`src/rtl/div_share_pkg.sv`:
```
// div_share_pkg: shared types, defaults and the round-robin pick helper
// for the shared-divider controller.
package div_share_pkg;

    localparam int DEF_WIDTH   = 32;
    localparam int DEF_NREQ    = 4;
    localparam int DEF_IDW     = 3;
    localparam int DEF_TIMEOUT = 64;
    localparam int TIMEOUT_W   = $clog2(DEF_TIMEOUT);
    localparam int MAX_REQ     = 8;

    typedef enum logic [1:0] {
        IDLE  = 2'd0,
        ISSUE = 2'd1,
        WAIT  = 2'd2,
        RESP  = 2'd3
    } state_e;

    typedef struct packed {
        logic       found;
        logic [2:0] idx;
    } pick_t;

    // First set bit of req at or above ptr, wrapping modulo n.
    function automatic pick_t rr_pick(
        input logic [MAX_REQ-1:0] req,
        input logic [2:0]         ptr,
        input int unsigned        n
    );
        pick_t      p;
        logic [2:0] j;
        p = '0;
        for (int unsigned k = 0; k < MAX_REQ; k++) begin
            j = 3'((32'(ptr) + k) % n);
            if (k < n && !p.found && req[j]) begin
                p.found = 1'b1;
                p.idx   = j;
            end
        end
        return p;
    endfunction

endpackage

```
`src/rtl/div_share_ctrl_if.sv`:
```
// div_share_ctrl_if: requester, response and divider-side signals of the
// shared-divider controller; master is the controller's view.
interface div_share_ctrl_if #(
    parameter int WIDTH = 32,
    parameter int NREQ  = 4,
    parameter int IDW   = 3
);

    logic [NREQ-1:0]       req_valid;
    logic [NREQ-1:0]       req_ready;
    logic [NREQ*WIDTH-1:0] req_dividend;
    logic [NREQ*WIDTH-1:0] req_divisor;

    logic                  rsp_valid;
    logic                  rsp_ready;
    logic [IDW-1:0]        rsp_id;
    logic [WIDTH-1:0]      rsp_quotient;
    logic [WIDTH-1:0]      rsp_remainder;
    logic                  rsp_zero_err;
    logic                  rsp_timeout;

    logic                  div_start;
    logic [WIDTH-1:0]      div_dividend;
    logic [WIDTH-1:0]      div_divisor;
    logic [WIDTH-1:0]      div_quotient;
    logic [WIDTH-1:0]      div_remainder;
    logic                  div_valid;

    modport master (
        input  req_valid, req_dividend, req_divisor,
        output req_ready,
        output rsp_valid, rsp_id, rsp_quotient, rsp_remainder,
        output rsp_zero_err, rsp_timeout,
        input  rsp_ready,
        output div_start, div_dividend, div_divisor,
        input  div_quotient, div_remainder, div_valid
    );

    modport slave (
        output req_valid, req_dividend, req_divisor,
        input  req_ready,
        input  rsp_valid, rsp_id, rsp_quotient, rsp_remainder,
        input  rsp_zero_err, rsp_timeout,
        output rsp_ready,
        input  div_start, div_dividend, div_divisor,
        output div_quotient, div_remainder, div_valid
    );

endinterface

```
`src/rtl/rr_arbiter.sv`:
```
// rr_arbiter: combinational round-robin pick of one requester,
// searching upward from ptr with wrap.
module rr_arbiter
    import div_share_pkg::*;
#(
    parameter int NREQ = DEF_NREQ,
    parameter int IDW  = DEF_IDW
) (
    input  logic [NREQ-1:0] req,
    input  logic [IDW-1:0]  ptr,
    output logic [NREQ-1:0] gnt,
    output logic [IDW-1:0]  idx,
    output logic            found
);

    pick_t              pick;
    logic [MAX_REQ-1:0] req_w;

    always_comb begin
        req_w             = '0;
        req_w[NREQ-1:0]   = req;
        pick              = rr_pick(req_w, 3'(ptr), NREQ);
        found             = pick.found;
        idx               = IDW'(pick.idx);
        gnt               = '0;
        if (pick.found) begin
            gnt = NREQ'(1) << pick.idx;
        end
    end

endmodule

```
`src/rtl/div_share_ctrl.sv`:
```
// div_share_ctrl: shares one iterative divider between NREQ requesters,
// with local divide-by-zero handling and a completion watchdog.
module div_share_ctrl
    import div_share_pkg::*;
#(
    parameter int WIDTH   = DEF_WIDTH,
    parameter int NREQ    = DEF_NREQ,
    parameter int IDW     = DEF_IDW,
    parameter int TIMEOUT = DEF_TIMEOUT
) (
    input logic             clk,
    input logic             rst_n,
    div_share_ctrl_if.master bus
);

    localparam int CW = $clog2(TIMEOUT);

    state_e           state_q, state_d;
    logic [IDW-1:0]   ptr_q, ptr_d;
    logic [IDW-1:0]   id_q, id_d;
    logic [WIDTH-1:0] a_q, a_d;
    logic [WIDTH-1:0] b_q, b_d;
    logic [WIDTH-1:0] q_q, q_d;
    logic [WIDTH-1:0] r_q, r_d;
    logic             zero_q, zero_d;
    logic             tmo_q, tmo_d;
    logic [CW-1:0]    cnt_q, cnt_d;

    logic [NREQ-1:0]  gnt;
    logic [IDW-1:0]   gidx;
    logic             found;
    logic [WIDTH-1:0] op_a;
    logic [WIDTH-1:0] op_b;
    logic [NREQ-1:0]  req_ready;
    logic             div_start;

    rr_arbiter #(
        .NREQ (NREQ),
        .IDW  (IDW)
    ) u_arb (
        .req   (bus.req_valid),
        .ptr   (ptr_q),
        .gnt   (gnt),
        .idx   (gidx),
        .found (found)
    );

    always_comb begin
        op_a = '0;
        op_b = '0;
        for (int i = 0; i < NREQ; i++) begin
            if (gnt[i]) begin
                op_a = bus.req_dividend[i*WIDTH +: WIDTH];
                op_b = bus.req_divisor[i*WIDTH +: WIDTH];
            end
        end
    end

    always_comb begin
        state_d   = state_q;
        ptr_d     = ptr_q;
        id_d      = id_q;
        a_d       = a_q;
        b_d       = b_q;
        q_d       = q_q;
        r_d       = r_q;
        zero_d    = zero_q;
        tmo_d     = tmo_q;
        cnt_d     = cnt_q;
        req_ready = '0;
        div_start = 1'b0;
        unique case (state_q)
            IDLE: begin
                if (found) begin
                    req_ready = gnt;
                    id_d      = gidx;
                    a_d       = op_a;
                    b_d       = op_b;
                    tmo_d     = 1'b0;
                    if (op_b == '0) begin
                        q_d     = '0;
                        r_d     = op_a;
                        zero_d  = 1'b1;
                        state_d = RESP;
                    end else begin
                        zero_d  = 1'b0;
                        state_d = ISSUE;
                    end
                end
            end
            ISSUE: begin
                div_start = 1'b1;
                cnt_d     = '0;
                state_d   = WAIT;
            end
            WAIT: begin
                cnt_d = cnt_q + 1'b1;
                // First WAIT cycle may still see the previous result's valid.
                if (cnt_q != '0 && bus.div_valid) begin
                    q_d     = bus.div_quotient;
                    r_d     = bus.div_remainder;
                    state_d = RESP;
                end else if (cnt_q == CW'(TIMEOUT - 1)) begin
                    q_d     = '0;
                    r_d     = '0;
                    tmo_d   = 1'b1;
                    state_d = RESP;
                end
            end
            RESP: begin
                if (bus.rsp_ready) begin
                    ptr_d   = (id_q == IDW'(NREQ - 1)) ? '0 : id_q + 1'b1;
                    zero_d  = 1'b0;
                    tmo_d   = 1'b0;
                    state_d = IDLE;
                end
            end
            default: state_d = IDLE;
        endcase
    end

    always_ff @(posedge clk or negedge rst_n) begin
        if (!rst_n) begin
            state_q <= IDLE;
            ptr_q   <= '0;
            id_q    <= '0;
            a_q     <= '0;
            b_q     <= '0;
            q_q     <= '0;
            r_q     <= '0;
            zero_q  <= 1'b0;
            tmo_q   <= 1'b0;
            cnt_q   <= '0;
        end else begin
            state_q <= state_d;
            ptr_q   <= ptr_d;
            id_q    <= id_d;
            a_q     <= a_d;
            b_q     <= b_d;
            q_q     <= q_d;
            r_q     <= r_d;
            zero_q  <= zero_d;
            tmo_q   <= tmo_d;
            cnt_q   <= cnt_d;
        end
    end

    assign bus.req_ready     = req_ready;
    assign bus.rsp_valid     = (state_q == RESP);
    assign bus.rsp_id        = id_q;
    assign bus.rsp_quotient  = q_q;
    assign bus.rsp_remainder = r_q;
    assign bus.rsp_zero_err  = zero_q;
    assign bus.rsp_timeout   = tmo_q;
    assign bus.div_start     = div_start;
    assign bus.div_dividend  = a_q;
    assign bus.div_divisor   = b_q;

endmodule
```
`src/flat_wrapper.sv`:
```
// flat-port wrapper written by rule: the top's interface ports become plain ports
module div_share_ctrl_flat import div_share_pkg::*;
#(
    parameter int WIDTH   = DEF_WIDTH,
    parameter int NREQ    = DEF_NREQ,
    parameter int IDW     = DEF_IDW,
    parameter int TIMEOUT = DEF_TIMEOUT
)
  (clk, rst_n, bus_req_valid, bus_req_dividend, bus_req_divisor, bus_req_ready, bus_rsp_valid, bus_rsp_id, bus_rsp_quotient, bus_rsp_remainder, bus_rsp_zero_err, bus_rsp_timeout, bus_rsp_ready, bus_div_start, bus_div_dividend, bus_div_divisor, bus_div_quotient, bus_div_remainder, bus_div_valid);
  div_share_ctrl_if #(.WIDTH(WIDTH), .NREQ(NREQ), .IDW(IDW)) bus_i ();
  input logic clk;
  input logic rst_n;
  input wire logic [$bits(bus_i.req_valid)-1:0] bus_req_valid;
  input wire logic [$bits(bus_i.req_dividend)-1:0] bus_req_dividend;
  input wire logic [$bits(bus_i.req_divisor)-1:0] bus_req_divisor;
  output wire logic [$bits(bus_i.req_ready)-1:0] bus_req_ready;
  output wire logic [$bits(bus_i.rsp_valid)-1:0] bus_rsp_valid;
  output wire logic [$bits(bus_i.rsp_id)-1:0] bus_rsp_id;
  output wire logic [$bits(bus_i.rsp_quotient)-1:0] bus_rsp_quotient;
  output wire logic [$bits(bus_i.rsp_remainder)-1:0] bus_rsp_remainder;
  output wire logic [$bits(bus_i.rsp_zero_err)-1:0] bus_rsp_zero_err;
  output wire logic [$bits(bus_i.rsp_timeout)-1:0] bus_rsp_timeout;
  input wire logic [$bits(bus_i.rsp_ready)-1:0] bus_rsp_ready;
  output wire logic [$bits(bus_i.div_start)-1:0] bus_div_start;
  output wire logic [$bits(bus_i.div_dividend)-1:0] bus_div_dividend;
  output wire logic [$bits(bus_i.div_divisor)-1:0] bus_div_divisor;
  input wire logic [$bits(bus_i.div_quotient)-1:0] bus_div_quotient;
  input wire logic [$bits(bus_i.div_remainder)-1:0] bus_div_remainder;
  input wire logic [$bits(bus_i.div_valid)-1:0] bus_div_valid;
  assign bus_i.req_valid = bus_req_valid;
  assign bus_i.req_dividend = bus_req_dividend;
  assign bus_i.req_divisor = bus_req_divisor;
  assign bus_req_ready = bus_i.req_ready;
  assign bus_rsp_valid = bus_i.rsp_valid;
  assign bus_rsp_id = bus_i.rsp_id;
  assign bus_rsp_quotient = bus_i.rsp_quotient;
  assign bus_rsp_remainder = bus_i.rsp_remainder;
  assign bus_rsp_zero_err = bus_i.rsp_zero_err;
  assign bus_rsp_timeout = bus_i.rsp_timeout;
  assign bus_i.rsp_ready = bus_rsp_ready;
  assign bus_div_start = bus_i.div_start;
  assign bus_div_dividend = bus_i.div_dividend;
  assign bus_div_divisor = bus_i.div_divisor;
  assign bus_i.div_quotient = bus_div_quotient;
  assign bus_i.div_remainder = bus_div_remainder;
  assign bus_i.div_valid = bus_div_valid;
  div_share_ctrl #(.WIDTH(WIDTH), .NREQ(NREQ), .IDW(IDW), .TIMEOUT(TIMEOUT)) u_core (.clk(clk), .rst_n(rst_n), .bus(bus_i));
endmodule
```
`config.mk`:
```
export PLATFORM = sky130hd
export DESIGN_NAME = div_share_ctrl_flat
export DESIGN_NICKNAME = d
export VERILOG_FILES = /design/src/rtl/div_share_pkg.sv /design/src/rtl/div_share_ctrl_if.sv /design/src/rtl/rr_arbiter.sv /design/src/rtl/div_share_ctrl.sv /design/src/flat_wrapper.sv
export SDC_FILE = /design/constraint.sdc
export NUM_CORES = 1
export LEC_CHECK = 0
export ABC_AREA = 1
export CAP_MARGIN = 20
export CORE_AREA = 3 3 180 182
export CTS_BUF_LIST = sky130_fd_sc_hd__clkbuf_8
export CTS_CLUSTER_SIZE = 12
export DETAILED_ROUTE_END_ITERATION = 7
export DIE_AREA = 0 0 183 185
export PLACE_DENSITY = 0.73
export SLEW_MARGIN = 10
export SYNTH_ARGS = -nofsm -noshare
export SYNTH_HDL_FRONTEND = slang
export SYNTH_SLANG_ARGS = --single-unit
export TNS_END_PERCENT = 10
```
`constraint.sdc`:
```
create_clock -name clk -period 2.75 [get_ports clk]
set_input_delay 0.55 -clock clk [delete_from_list [all_inputs] [get_ports clk]]
set_output_delay 0.55 -clock clk [all_outputs]
set_load 0.01 [all_outputs]
```
==> PnR_summary.wiki, run 1 <==
{| class="wikitable"
! Metric !! Value
|-
| Outcome || finished, violations left
|-
| Violations in the final reports || negative setup slack
|-
| Initial drt markers || 694
|-
| Clock transition at the registers of the reported paths || 110 ps
|-
| Final hold vios || 0
|-
| Slew of the pin with the lowest slew margin || 700 ps
|-
| Net total in the final layout || 2141
|-
| Die W || 183 µm
|-
| Crit path max fanout || 12
|-
| Netlist cell types || 35
|-
| Post-Synthesis Cells || 1247
|-
| Post-layout instance area || 16300 µm²
|-
| Max-Cap Viols || 0
|-
| 1st-pass router iterations || 5
|-
| Leak Pwr || 0.00766 µW
|-
| Startpoint of the most critical register-to-register path || u_core.ptr_q[0]
|-
| Number of input and output port buffers inserted || 465
|-
| Clock buffer count from CTS || 17
|-
| Avg Synthesized Cell Area || 7.22 µm²
|-
| Unrepaired setup endpoints after global routing || yes
|-
| DP Worst Slack || -1000 ps
|-
| Final hold slack || 66.7 ps
|-
| Number of ports placed on the die boundary || 467
|-
| Pwr/cell area || 1380 nW/µm²
|-
| Time the worst path needs with I/O delays and setup || 3260 ps
|-
| Worst Setup Path Type || reg2reg
|-
| Relative area change from synthesis to final layout || 80.9%
|-
| Largest vdd supply drop || 0.708 mV
|-
| Placed wire-length estimate || 30100 µm
|-
| Min setup slack post-route || -515 ps
|-
| Insertion delay to the later sink of the worst-skew pair || 460 ps
|-
| Hold-fix buffer count after cts || 0
|-
| Worst endpoint data arrival time || 3610 ps
|-
| CP Launch Type || flip-flop
|-
| Number of max-slew violations in the final report || 0
|-
| Max-slew headroom || 0.534
|-
| Overall die height || 185 µm
|-
| Placement Rows || 64
|-
| Number of nets still failing antenna checks after routing || 0
|-
| Placed cell areas || 14700 µm²
|-
| CP required || 3090 ps
|-
| Critical path capture point type || flip-flop
|-
| Commonest non-fill, non-tap cell in the layout || sky130_fd_sc_hd__clkdlybuf4s50_1
|-
| Vias post-DR || 10500
|-
| Ratio of cells with drive above 1 in the final layout || 0.235
|-
| Post-DR vias/cell || 4.75
|-
| Number of flip-flops and latches in the synthesized netlist || 142
|-
| Routability-driven placement congestion ratio || 0.954
|-
| Final clock skew || 26.9 ps
|-
| Total core area || 30700 µm²
|-
| Number of sinks driven by the clock tree || 142
|-
| Total negative setup slack || -32960 ps
|-
| Proportion of synthesized chip area in sequential cells || 0.395
|-
| Antenna violations before repair || 0
|-
| TritonCTS clock tree || yes
|-
| Syn nets || 1583
|-
| Starting Density || 0.293
|-
| Summed instance area of the synthesized netlist || 9000 µm²
|-
| Worst min-delay path category || in2async
|-
| All-layer global routing usage || 0.217
|-
| Number of global-route vias before repair || 10100
|-
| Critical Path Source || u_core.ptr_q[0]
|-
| Global-route wire length before repair || 57000 µm
|-
| Yosys synthesis warning count || 0
|-
| Cell at the root of the clock tree || sky130_fd_sc_hd__clkbuf_8
|-
| Final routed wire length divided by cell count || 18.6 µm
|-
| F_max || 306 MHz
|-
| Fillcell total || 2847
|-
| Number of diodes || 0
|-
| Remaining DRCs || 0
|-
| Setup violations, final || 72
|-
| Post-detailed-routing wire length || 41100 µm
|-
| Part of the cycle the worst path needs || 1.19
|-
| GRT overflow || 0
|-
| Number of H-tree levels || 4
|-
| Longest Clk Path Bufs || 2
|-
| Top library cells by usage in the layout, fill and taps aside || sky130_fd_sc_hd__clkdlybuf4s50_1 (457), sky130_fd_sc_hd__nand2_1 (367), sky130_fd_sc_hd__dfrtp_1 (141)
|-
| Maximum number of pins on one net before global-route repair || 94
|-
| Die outline area || 33900 µm²
|}
synth_stat cells:
cell type                  count  area (µm²)
sky130_fd_sc_hd__a211oi_1      1        7.51
sky130_fd_sc_hd__a21oi_1      38         190
sky130_fd_sc_hd__a31oi_1       1        6.26
sky130_fd_sc_hd__a31oi_4       1        21.3
sky130_fd_sc_hd__buf_1         2        7.51
sky130_fd_sc_hd__buf_12        7         140
sky130_fd_sc_hd__buf_2         9        45.0
sky130_fd_sc_hd__buf_4        14         105
sky130_fd_sc_hd__buf_6         6        67.6
sky130_fd_sc_hd__clkbuf_1     37         139
sky130_fd_sc_hd__conb_1        1        3.75
sky130_fd_sc_hd__dfrtp_1     142        3550
sky130_fd_sc_hd__ha_1          8         100
sky130_fd_sc_hd__inv_1       118         443
sky130_fd_sc_hd__inv_2         3        11.3
sky130_fd_sc_hd__nand2_1     427        1600
sky130_fd_sc_hd__nand2_2      12        75.1
sky130_fd_sc_hd__nand2_4       7        78.8
sky130_fd_sc_hd__nand3_1     104         521
sky130_fd_sc_hd__nand3_2      65         651
sky130_fd_sc_hd__nand3_4       2        35.0
sky130_fd_sc_hd__nand3b_4      1        20.0
sky130_fd_sc_hd__nand4_1       3        18.8
sky130_fd_sc_hd__nand4_2       1        12.5
sky130_fd_sc_hd__nor2_1      115         432
sky130_fd_sc_hd__nor2_2        4        25.0
sky130_fd_sc_hd__nor2_4        5        56.3
sky130_fd_sc_hd__nor2_8        1        20.0
sky130_fd_sc_hd__nor3_1        7        35.0
sky130_fd_sc_hd__nor3b_1       1        7.51
sky130_fd_sc_hd__o21ai_0      70         350
sky130_fd_sc_hd__o21ai_2       2        17.5
sky130_fd_sc_hd__o22ai_1      30         188
sky130_fd_sc_hd__o31ai_1       1        7.51
sky130_fd_sc_hd__or2_2         1        6.26
flip-flops by register name (all words and copies together), names as in the netlist:
register / cells
u_core.bus.div_dividend: 32
u_core.bus.div_divisor: 32
u_core.bus.rsp_id: 2
u_core.bus.rsp_quotient: 32
u_core.bus.rsp_remainder: 32
u_core.bus.rsp_timeout: 1
u_core.bus.rsp_zero_err: 1
u_core.cnt_q: 6
u_core.ptr_q: 2
u_core.state_q: 2
critical path: stages, from the launching register on:
cell and delay, ps:
sky130_fd_sc_hd__dfrtp_2 470, sky130_fd_sc_hd__buf_12 170, sky130_fd_sc_hd__nand2_2 60, sky130_fd_sc_hd__o21ai_2 70, sky130_fd_sc_hd__nand2_2 80, sky130_fd_sc_hd__nand2_2 70, sky130_fd_sc_hd__nor2_4 140, sky130_fd_sc_hd__nand3_4 100
sky130_fd_sc_hd__nand3_4 170, sky130_fd_sc_hd__buf_6 130, sky130_fd_sc_hd__nor2_4 40, sky130_fd_sc_hd__buf_12 120, sky130_fd_sc_hd__buf_12 130, sky130_fd_sc_hd__nand2_1 60, sky130_fd_sc_hd__nand3_1 110, sky130_fd_sc_hd__nor2_4 150
sky130_fd_sc_hd__nand2_1 110, sky130_fd_sc_hd__nor2_4 120, sky130_fd_sc_hd__nand2_2 70, sky130_fd_sc_hd__nor2_2 110, sky130_fd_sc_hd__nand2_2 120, sky130_fd_sc_hd__nand2_8 140, sky130_fd_sc_hd__nand2_4 110, sky130_fd_sc_hd__buf_8 170
sky130_fd_sc_hd__nand2_1 60, sky130_fd_sc_hd__nand2_1 50
path summary, 6_finish.rpt:
check | slack, ps | end | depth (start not counted)
setup / recovery | -510 | u_core.bus.rsp_remainder[1] | 25
hold / removal | 70 | u_core.bus.div_dividend[2] | 1
setup reg to reg | -510 | u_core.bus.rsp_remainder[1] | 25
hold reg to reg | 470 | u_core.bus.rsp_remainder[20] | 2
max in group asynchronous | 1840 | u_core.bus.rsp_quotient[19] | 2
min in group clk | 470 | u_core.bus.rsp_remainder[20] | 2
power by group:
group	leakage (µW)	switching [µW]	internal, µW
Clock	0.000195	1010	673
Sequential	0.00184	478	2930
Combinational	0.00563	9400	7920
Total	0.00766	10900	11500
layer usage:
metal	global-route usage	part of all wire	vias to the layer above	wire [µm]
met5	0	0	-	0
met1	0.257	0.40	4953	16400
met4	0.0719	0.026	0	1090
met2	0.396	0.51	430	20800
li1	-	-	5075	-
met3	0.0405	0.067	66	2770
repair_timing:
action,4_1_cts,5_1_grt
setup buffers,4,32
gates cloned,2,12
pin swaps,6,54
setup endpoints to repair,75,84
resized for setup,38,185
hold endpoints to repair,0,0
cells by family (layout without fill, tap and decap cells):
logic type               Yosys count  after routing  share of synthesized area
AO/OA/AOI/OAI                    144            144                     0.0876
buffers and inverters            196            765                      0.106
AND/OR/NAND/NOR                  756            758                      0.400
other                              1              1                   0.000417
adder cells (fa/ha/maj)            8              8                     0.0111
flip-flops                       142            142                      0.395
per-stage QoR:
stage,util,instances,power (µW)
detailed placement,0.477,2132,17400
global route,0.529,2214,23900
global placement,0.477,2132,17200
CTS,0.493,2170,19500
finish,0.529,2214,22400
floorplan,-,1247,10900
layout make-up:
type	count	area, µm²	area share
clock inverter	15	143	0.00876
tap	396	495	0.0304
sequential	142	3550	0.218
multi-input combinational	911	5120	0.314
clock buffer	17	234	0.0144
timing repair buffer	612	6280	0.386
inverter	121	457	0.0281
Note: power is estimated with default switching activity, not from simulation.
==> run 2: changes to the inputs <==
--- a/config.mk
+++ b/config.mk
@@ -7,12 +7,12 @@
 export LEC_CHECK = 0
 export ABC_AREA = 1
 export CAP_MARGIN = 20
-export CORE_AREA = 3 3 180 182
+export CORE_AREA = 3 3 183 185
 export CTS_BUF_LIST = sky130_fd_sc_hd__clkbuf_8
 export CTS_CLUSTER_SIZE = 12
 export DETAILED_ROUTE_END_ITERATION = 7
-export DIE_AREA = 0 0 183 185
-export PLACE_DENSITY = 0.73
+export DIE_AREA = 0 0 186 188
+export PLACE_DENSITY = 0.71
 export SLEW_MARGIN = 10
 export SYNTH_ARGS = -nofsm -noshare
 export SYNTH_HDL_FRONTEND = slang
==> run 2 against run 1 <==
Effect of this change:
- the flow still finishes with violations (negative setup slack)
- clock power rose by 11%
- non-clock buffer count fell by 23
- largest cell class unchanged
- combinational power fell by 8%
- first-iteration DRC count fell by 13%
- total power fell by 5.0%
- critical path depth did not move
- critical endpoint is now u_core.bus.rsp_quotient[18]
- sequential cell count did not move
- register-to-register slack improved by 130 ps
==> PnR_summary.wiki, run 2 (synthesis gave the netlist of run 1 again) <==
{| class="wikitable"
! Metric !! Value
|-
| Outcome || finished, violations left
|-
| Violations in the final reports || negative setup slack
|-
| Die W || 186 µm
|-
| Longest Clk Path Bufs || 2
|-
| Unrepaired setup endpoints after global routing || yes
|-
| Comb power frac || 0.752
|-
| Maximum number of pins on one net before global-route repair || 81
|-
| Number of input and output port buffers inserted || 465
|-
| Switching power summed over all nets || 10500 µW
|-
| Placed wire-length estimate || 29200 µm
|-
| F_max || 316 MHz
|-
| Met2 track utilization from global routing || 0.374
|-
| Met3 track utilization from global routing || 0.0440
|-
| Final hold vios || 0
|-
| Placement Rows || 66
|-
| CP required || 3090 ps
|-
| 1st-pass router iterations || 5
|-
| Number of nets still failing antenna checks after routing || 0
|-
| Clock buffer count from CTS || 17
|-
| GRT overflow || 0
|-
| Worst min-delay path category || reg2reg
|-
| Number of diodes || 0
|-
| Pwr/cell area || 1340 nW/µm²
|-
| Overall die height || 188 µm
|-
| Pwr Total || 21300 µW
|-
| Family with the most delay on the worst path || simple AND/OR/NAND/NOR gates
|-
| Register share of total power || 0.160
|-
| Cell at the root of the clock tree || sky130_fd_sc_hd__clkbuf_8
|-
| Min setup slack post-route || -411 ps
|-
| Die outline area || 35000 µm²
|-
| Number of max-slew violations in the final report || 0
|-
| Total negative setup slack || -25520 ps
|-
| Net total in the final layout || 2118
|-
| Insertion delay to the later sink of the worst-skew pair || 460 ps
|-
| Share of total power in the clock network || 0.087
|-
| Number of H-tree levels || 4
|-
| Crit path max fanout || 8
|-
| Post-layout instance area || 15900 µm²
|-
| Critical path capture point type || flip-flop
|-
| Setup violations, final || 70
|-
| Clock transition at the registers of the reported paths || 100 ps
|-
| Final core area utilization || 0.495
|-
| Final clock skew || 23.1 ps
|-
| Max-slew headroom || 0.622
|-
| Initial drt markers || 602
|-
| Number of ports placed on the die boundary || 467
|-
| Routability-driven placement congestion ratio || 0.945
|-
| Vias post-DR || 10500
|-
| All-layer global routing usage || 0.213
|-
| DP Worst Slack || -922 ps
|-
| Worst endpoint data arrival time || 3510 ps
|-
| Part of the cycle the worst path needs || 1.15
|-
| Internal Dissipation || 10900 µW
|-
| Remaining DRCs || 0
|-
| Number of buffer and inverter instances along the worst setup path || 5
|-
| Ratio of cells with drive above 1 in the final layout || 0.196
|-
| Fillcell total || 3022
|-
| Time the worst path needs with I/O delays and setup || 3160 ps
|-
| Post-DR vias/cell || 4.77
|-
| Critical Path Slowest Stage Cell || sky130_fd_sc_hd__clkdlybuf4s50_1
|-
| Post-detailed-routing wire length || 40500 µm
|-
| Slew of the pin with the lowest slew margin || 567 ps
|-
| TritonCTS clock tree || yes
|-
| Global-route wire length before repair || 57900 µm
|-
| Met1 GRT Util || 0.254
|-
| Busiest metal layer after global routing || met2
|-
| Top library cells by usage in the layout, fill and taps aside || sky130_fd_sc_hd__clkdlybuf4s50_1 (459), sky130_fd_sc_hd__nand2_1 (406), sky130_fd_sc_hd__dfrtp_1 (141)
|-
| Number of global-route vias before repair || 10400
|-
| Placed cell areas || 14600 µm²
|-
| Worst stage delay on the critical path || 500 ps
|-
| Final routed wire length divided by cell count || 18.4 µm
|-
| Max-Cap Viols || 0
|-
| Starting Density || 0.279
|-
| CP Launch Type || input port
|-
| Antenna violations before repair || 1
|-
| Number of sinks driven by the clock tree || 142
|-
| Worst Setup Path Type || in2reg
|-
| Relative area change from synthesis to final layout || 77.1%
|-
| Leak Pwr || 0.00741 µW
|-
| Commonest non-fill, non-tap cell in the layout || sky130_fd_sc_hd__clkdlybuf4s50_1
|-
| Total core area || 32200 µm²
|-
| Proportion of total power due to net switching || 0.491
|-
| Largest vdd supply drop || 0.754 mV
|}
==> run 2: cell count changes in the layout (fill, tap and decap cells not counted), sizes merged, moves of 2 or more <==
cell | before | now
dlymetal6s2s | 3 | 1
buf | 143 | 120
clkinv | 5 | 3
clkdlybuf4s15 | 2 | 0
clkdlybuf4s50 | 457 | 459
==> run 2: timing repair <==
item                                    in CTS  in global routing
cloned                                       2                 12
hold endpoints to repair                     7                  0
setup buffers                                6                 17
hold buffers                                 1                  0
resized for setup                           58                 97
endpoints found under the setup margin      78                102
pin swaps                                   23                 31
==> run 2: metal layers <==
| layer | vias up | routed length (µm) |
|---|---|---|
| li1 | 5041 | - |
| met1 | 4966 | 15800 |
| met2 | 416 | 20300 |
| met3 | 78 | 2910 |
| met4 | 2 | 1440 |
| met5 | - | 13 |
==> run 2: layout make-up <==
cell class | instances | area (µm²) | share of cell area
timing repair buffer | 589 | 6070 | 0.381
multi-input combinational | 911 | 4930 | 0.309
sequential | 142 | 3550 | 0.223
tap | 408 | 510 | 0.0320
inverter | 121 | 462 | 0.0290
clock buffer | 17 | 234 | 0.0147
clock inverter | 15 | 180 | 0.0113
==> run 2: final timing paths <==
kind	from	to	slack (ps)	cells past startpoint
min in group asynchronous	rst_n	u_core.bus.rsp_remainder[2]	570	2
max in group asynchronous	rst_n	u_core.ptr_q[0]	1460	3
setup reg to reg	u_core.ptr_q[0]	u_core.bus.rsp_quotient[18]	-380	24
hold reg to reg	u_core.bus.rsp_quotient[13]	u_core.bus.rsp_quotient[13]	480	2
hold / removal	u_core.bus.rsp_quotient[13]	u_core.bus.rsp_quotient[13]	480	2
setup / recovery	bus_req_valid[0]	u_core.bus.rsp_quotient[18]	-410	25
==> run 2: metrics by stage <==
stage / hold WS [ps] / instances
finish: 479 / 2203
global route: 499 / 2203
CTS: 482 / 2174
detailed placement: 458 / 2133
global placement: 453 / 2133
floorplan: 254 / 1247
==> run 2: worst register-to-register path: cells and delay by family, from the launching register on <==
kind,cells,cell delay [ps]
buffers and inverters,4,710
and+or+nand+nor,20,1840
DFF,1,480
==> run 2: power groups by stage <==
stage               clock [µW]  sequential [µW]  combinational, µW
floorplan                    0             3720               7140
global placement             0             3410              13400
detailed placement           0             3430              13600
CTS                       1920             3410              14200
global route              2020             3520              17300
finish                    1860             3410              16000
==> run 3: changes to the inputs <==
--- a/config.mk
+++ b/config.mk
@@ -13,6 +13,7 @@
 export DETAILED_ROUTE_END_ITERATION = 7
 export DIE_AREA = 0 0 186 188
 export PLACE_DENSITY = 0.71
+export SETUP_SLACK_MARGIN = 0.02
 export SLEW_MARGIN = 10
 export SYNTH_ARGS = -nofsm -noshare
 export SYNTH_HDL_FRONTEND = slang
==> run 3 against run 2 <==
Effect of this change:
- the flow still finishes with violations (negative setup slack)
- cell area is essentially flat
- critical path depth unchanged
- cell count did not move
- register-to-register slack barely moved
- worst hold slack about the same
- clock skew is essentially flat
- wire length down 0.25%
- sequential share of layout area about the same
- non-clock buffer count did not move
- total power hardly changed
- sequential cell count did not move
- maximum frequency hardly changed
==> PnR_summary.wiki, run 3 (synthesis gave the netlist of run 1 again) <==
{| class="wikitable"
! Metric !! Value
|-
| Outcome || finished, violations left
|-
| Largest vdd supply drop || 0.751 mV
|-
| Number of H-tree levels || 4
|-
| Clock buffer count from CTS || 17
|-
| Final clock skew || 23.0 ps
|-
| 1st-pass router iterations || 5
|-
| Min setup slack post-route || -414 ps
|-
| All-layer global routing usage || 0.213
|-
| Routability-driven placement congestion ratio || 0.945
|-
| Max-Cap Viols || 0
|-
| F_max || 316 MHz
|-
| Post-layout instance area || 15900 µm²
|-
| Leak Pwr || 0.00742 µW
|-
| TritonCTS clock tree || yes
|-
| Vias post-DR || 10500
|-
| Max-slew headroom || 0.621
|-
| Part of the cycle the worst path needs || 1.15
|-
| Post-detailed-routing wire length || 40400 µm
|-
| Placed wire-length estimate || 29200 µm
|-
| Longest Clk Path Bufs || 2
|-
| Fillcell total || 3024
|-
| GRT overflow || 0
|-
| Clock transition at the registers of the reported paths || 100 ps
|-
| Antenna violations before repair || 1
|-
| Number of nets still failing antenna checks after routing || 0
|-
| Final hold vios || 0
|-
| Placed cell areas || 14600 µm²
|-
| Total core area || 32200 µm²
|-
| Critical path capture point type || flip-flop
|-
| Number of ports placed on the die boundary || 467
|-
| CP required || 3090 ps
|-
| Starting Density || 0.279
|-
| Time the worst path needs with I/O delays and setup || 3160 ps
|-
| Ratio of cells with drive above 1 in the final layout || 0.196
|-
| Number of diodes || 0
|-
| Worst endpoint data arrival time || 3510 ps
|-
| Pwr Total || 21300 µW
|-
| CP Launch Type || input port
|-
| Crit path max fanout || 9
|-
| Worst min-delay path category || reg2reg
|-
| Number of global-route vias before repair || 10400
|-
| Worst Setup Path Type || in2reg
|-
| Post-DR vias/cell || 4.77
|-
| Number of max-slew violations in the final report || 0
|-
| Placement Rows || 66
|-
| Insertion delay to the later sink of the worst-skew pair || 460 ps
|-
| Global-route wire length before repair || 57900 µm
|-
| Maximum number of pins on one net before global-route repair || 81
|-
| Overall die height || 188 µm
|-
| Pwr/cell area || 1340 nW/µm²
|-
| Remaining DRCs || 0
|-
| Top library cells by usage in the layout, fill and taps aside || sky130_fd_sc_hd__clkdlybuf4s50_1 (459), sky130_fd_sc_hd__nand2_1 (406), sky130_fd_sc_hd__dfrtp_1 (141)
|-
| Unrepaired setup endpoints after global routing || yes
|-
| Number of sinks driven by the clock tree || 142
|-
| Cell at the root of the clock tree || sky130_fd_sc_hd__clkbuf_8
|-
| Total negative setup slack || -25690 ps
|-
| Slew of the pin with the lowest slew margin || 568 ps
|-
| Area of the multi-input gates || 4930 µm²
|-
| Initial drt markers || 587
|-
| Commonest non-fill, non-tap cell in the layout || sky130_fd_sc_hd__clkdlybuf4s50_1
|-
| Die W || 186 µm
|-
| Final routed wire length divided by cell count || 18.3 µm
|-
| Relative area change from synthesis to final layout || 77.2%
|-
| Die outline area || 35000 µm²
|-
| Net total in the final layout || 2118
|-
| Violations in the final reports || negative setup slack
|-
| Register Area || 3550 µm²
|-
| Setup violations, final || 70
|-
| Number of input and output port buffers inserted || 465
|}
[run 3: cell counts in the layout (fill, tap and decap cells not counted)]
Identical to the previous run, type by type.
[run 3: cell type report]
class	count	area share
Sequential cell	142	0.223
Multi-Input combinational cell	911	0.309
Clock inverter	15	0.0113
Inverter	121	0.0290
Tap cell	408	0.0320
Timing Repair Buffer	589	0.381
Clock buffer	17	0.0147
[run 3: report_power, final]
group          internal (µW)  switching (µW)
Sequential              2930             482
Combinational           7150            8890
Clock                    783            1080
[run 3: metal layers]
metal / part of all wire / GRT usage / vias up
met1: 0.39 / 0.254 / 4956
li1: - / - / 5044
met3: 0.071 / 0.0440 / 82
met2: 0.50 / 0.374 / 415
met5: 0.00032 / 0 / -
met4: 0.036 / 0.0785 / 2
[run 3: worst paths after layout]
path / start / to / slack, ps / cells past startpoint
setup / recovery: bus_req_valid[0] / u_core.bus.rsp_quotient[8] / -410 / 25
hold / removal: u_core.bus.rsp_quotient[13] / u_core.bus.rsp_quotient[13] / 480 / 2
setup reg to reg: u_core.ptr_q[0] / u_core.bus.rsp_quotient[8] / -370 / 24
hold reg to reg: u_core.bus.rsp_quotient[13] / u_core.bus.rsp_quotient[13] / 480 / 2
max in group asynchronous: rst_n / u_core.ptr_q[0] / 1460 / 3
min in group asynchronous: rst_n / u_core.bus.rsp_remainder[2] / 570 / 2
[run 3: worst max-delay path, stage by stage]
cell and delay, ps:
sky130_fd_sc_hd__clkdlybuf4s50_1 500, sky130_fd_sc_hd__inv_2 80, sky130_fd_sc_hd__nand2_4 100, sky130_fd_sc_hd__nand3_1 100
sky130_fd_sc_hd__nand2_2 110, sky130_fd_sc_hd__nand2_4 70, sky130_fd_sc_hd__nand2_2 90, sky130_fd_sc_hd__nand2_4 70
sky130_fd_sc_hd__nand2_4 100, sky130_fd_sc_hd__nor2_4 40, sky130_fd_sc_hd__buf_12 140, sky130_fd_sc_hd__nand2_8 100
sky130_fd_sc_hd__buf_12 160, sky130_fd_sc_hd__nor2_4 40, sky130_fd_sc_hd__nor2_2 120, sky130_fd_sc_hd__nand2_1 80
sky130_fd_sc_hd__nor2_1 130, sky130_fd_sc_hd__nand2_1 110, sky130_fd_sc_hd__nor2_2 100, sky130_fd_sc_hd__nand2_2 110
sky130_fd_sc_hd__nand2_8 140, sky130_fd_sc_hd__nand2_8 110, sky130_fd_sc_hd__clkbuf_16 220, sky130_fd_sc_hd__nand2_1 60
sky130_fd_sc_hd__nand2_1 50
[run 3: stage by stage]
step                setup slack, ps  utilization  hold slack (ps)  cells
floorplan                      97.4            -              254   1247
finish                         -414        0.495              479   2203
global placement               -881        0.452              453   2133
CTS                            -363        0.472              482   2174
global route                   -594        0.495              499   2203
detailed placement             -922        0.452              458   2133
[run 3: repair_timing]
action                                  4_1_cts  5_1_grt
gates cloned                                  2       12
endpoints found under the hold margin         7        0
endpoints found under the setup margin       82      114
resized for setup                            58       99
setup buffers                                 6       17
hold buffers                                  1        0
pin swaps                                    23       31
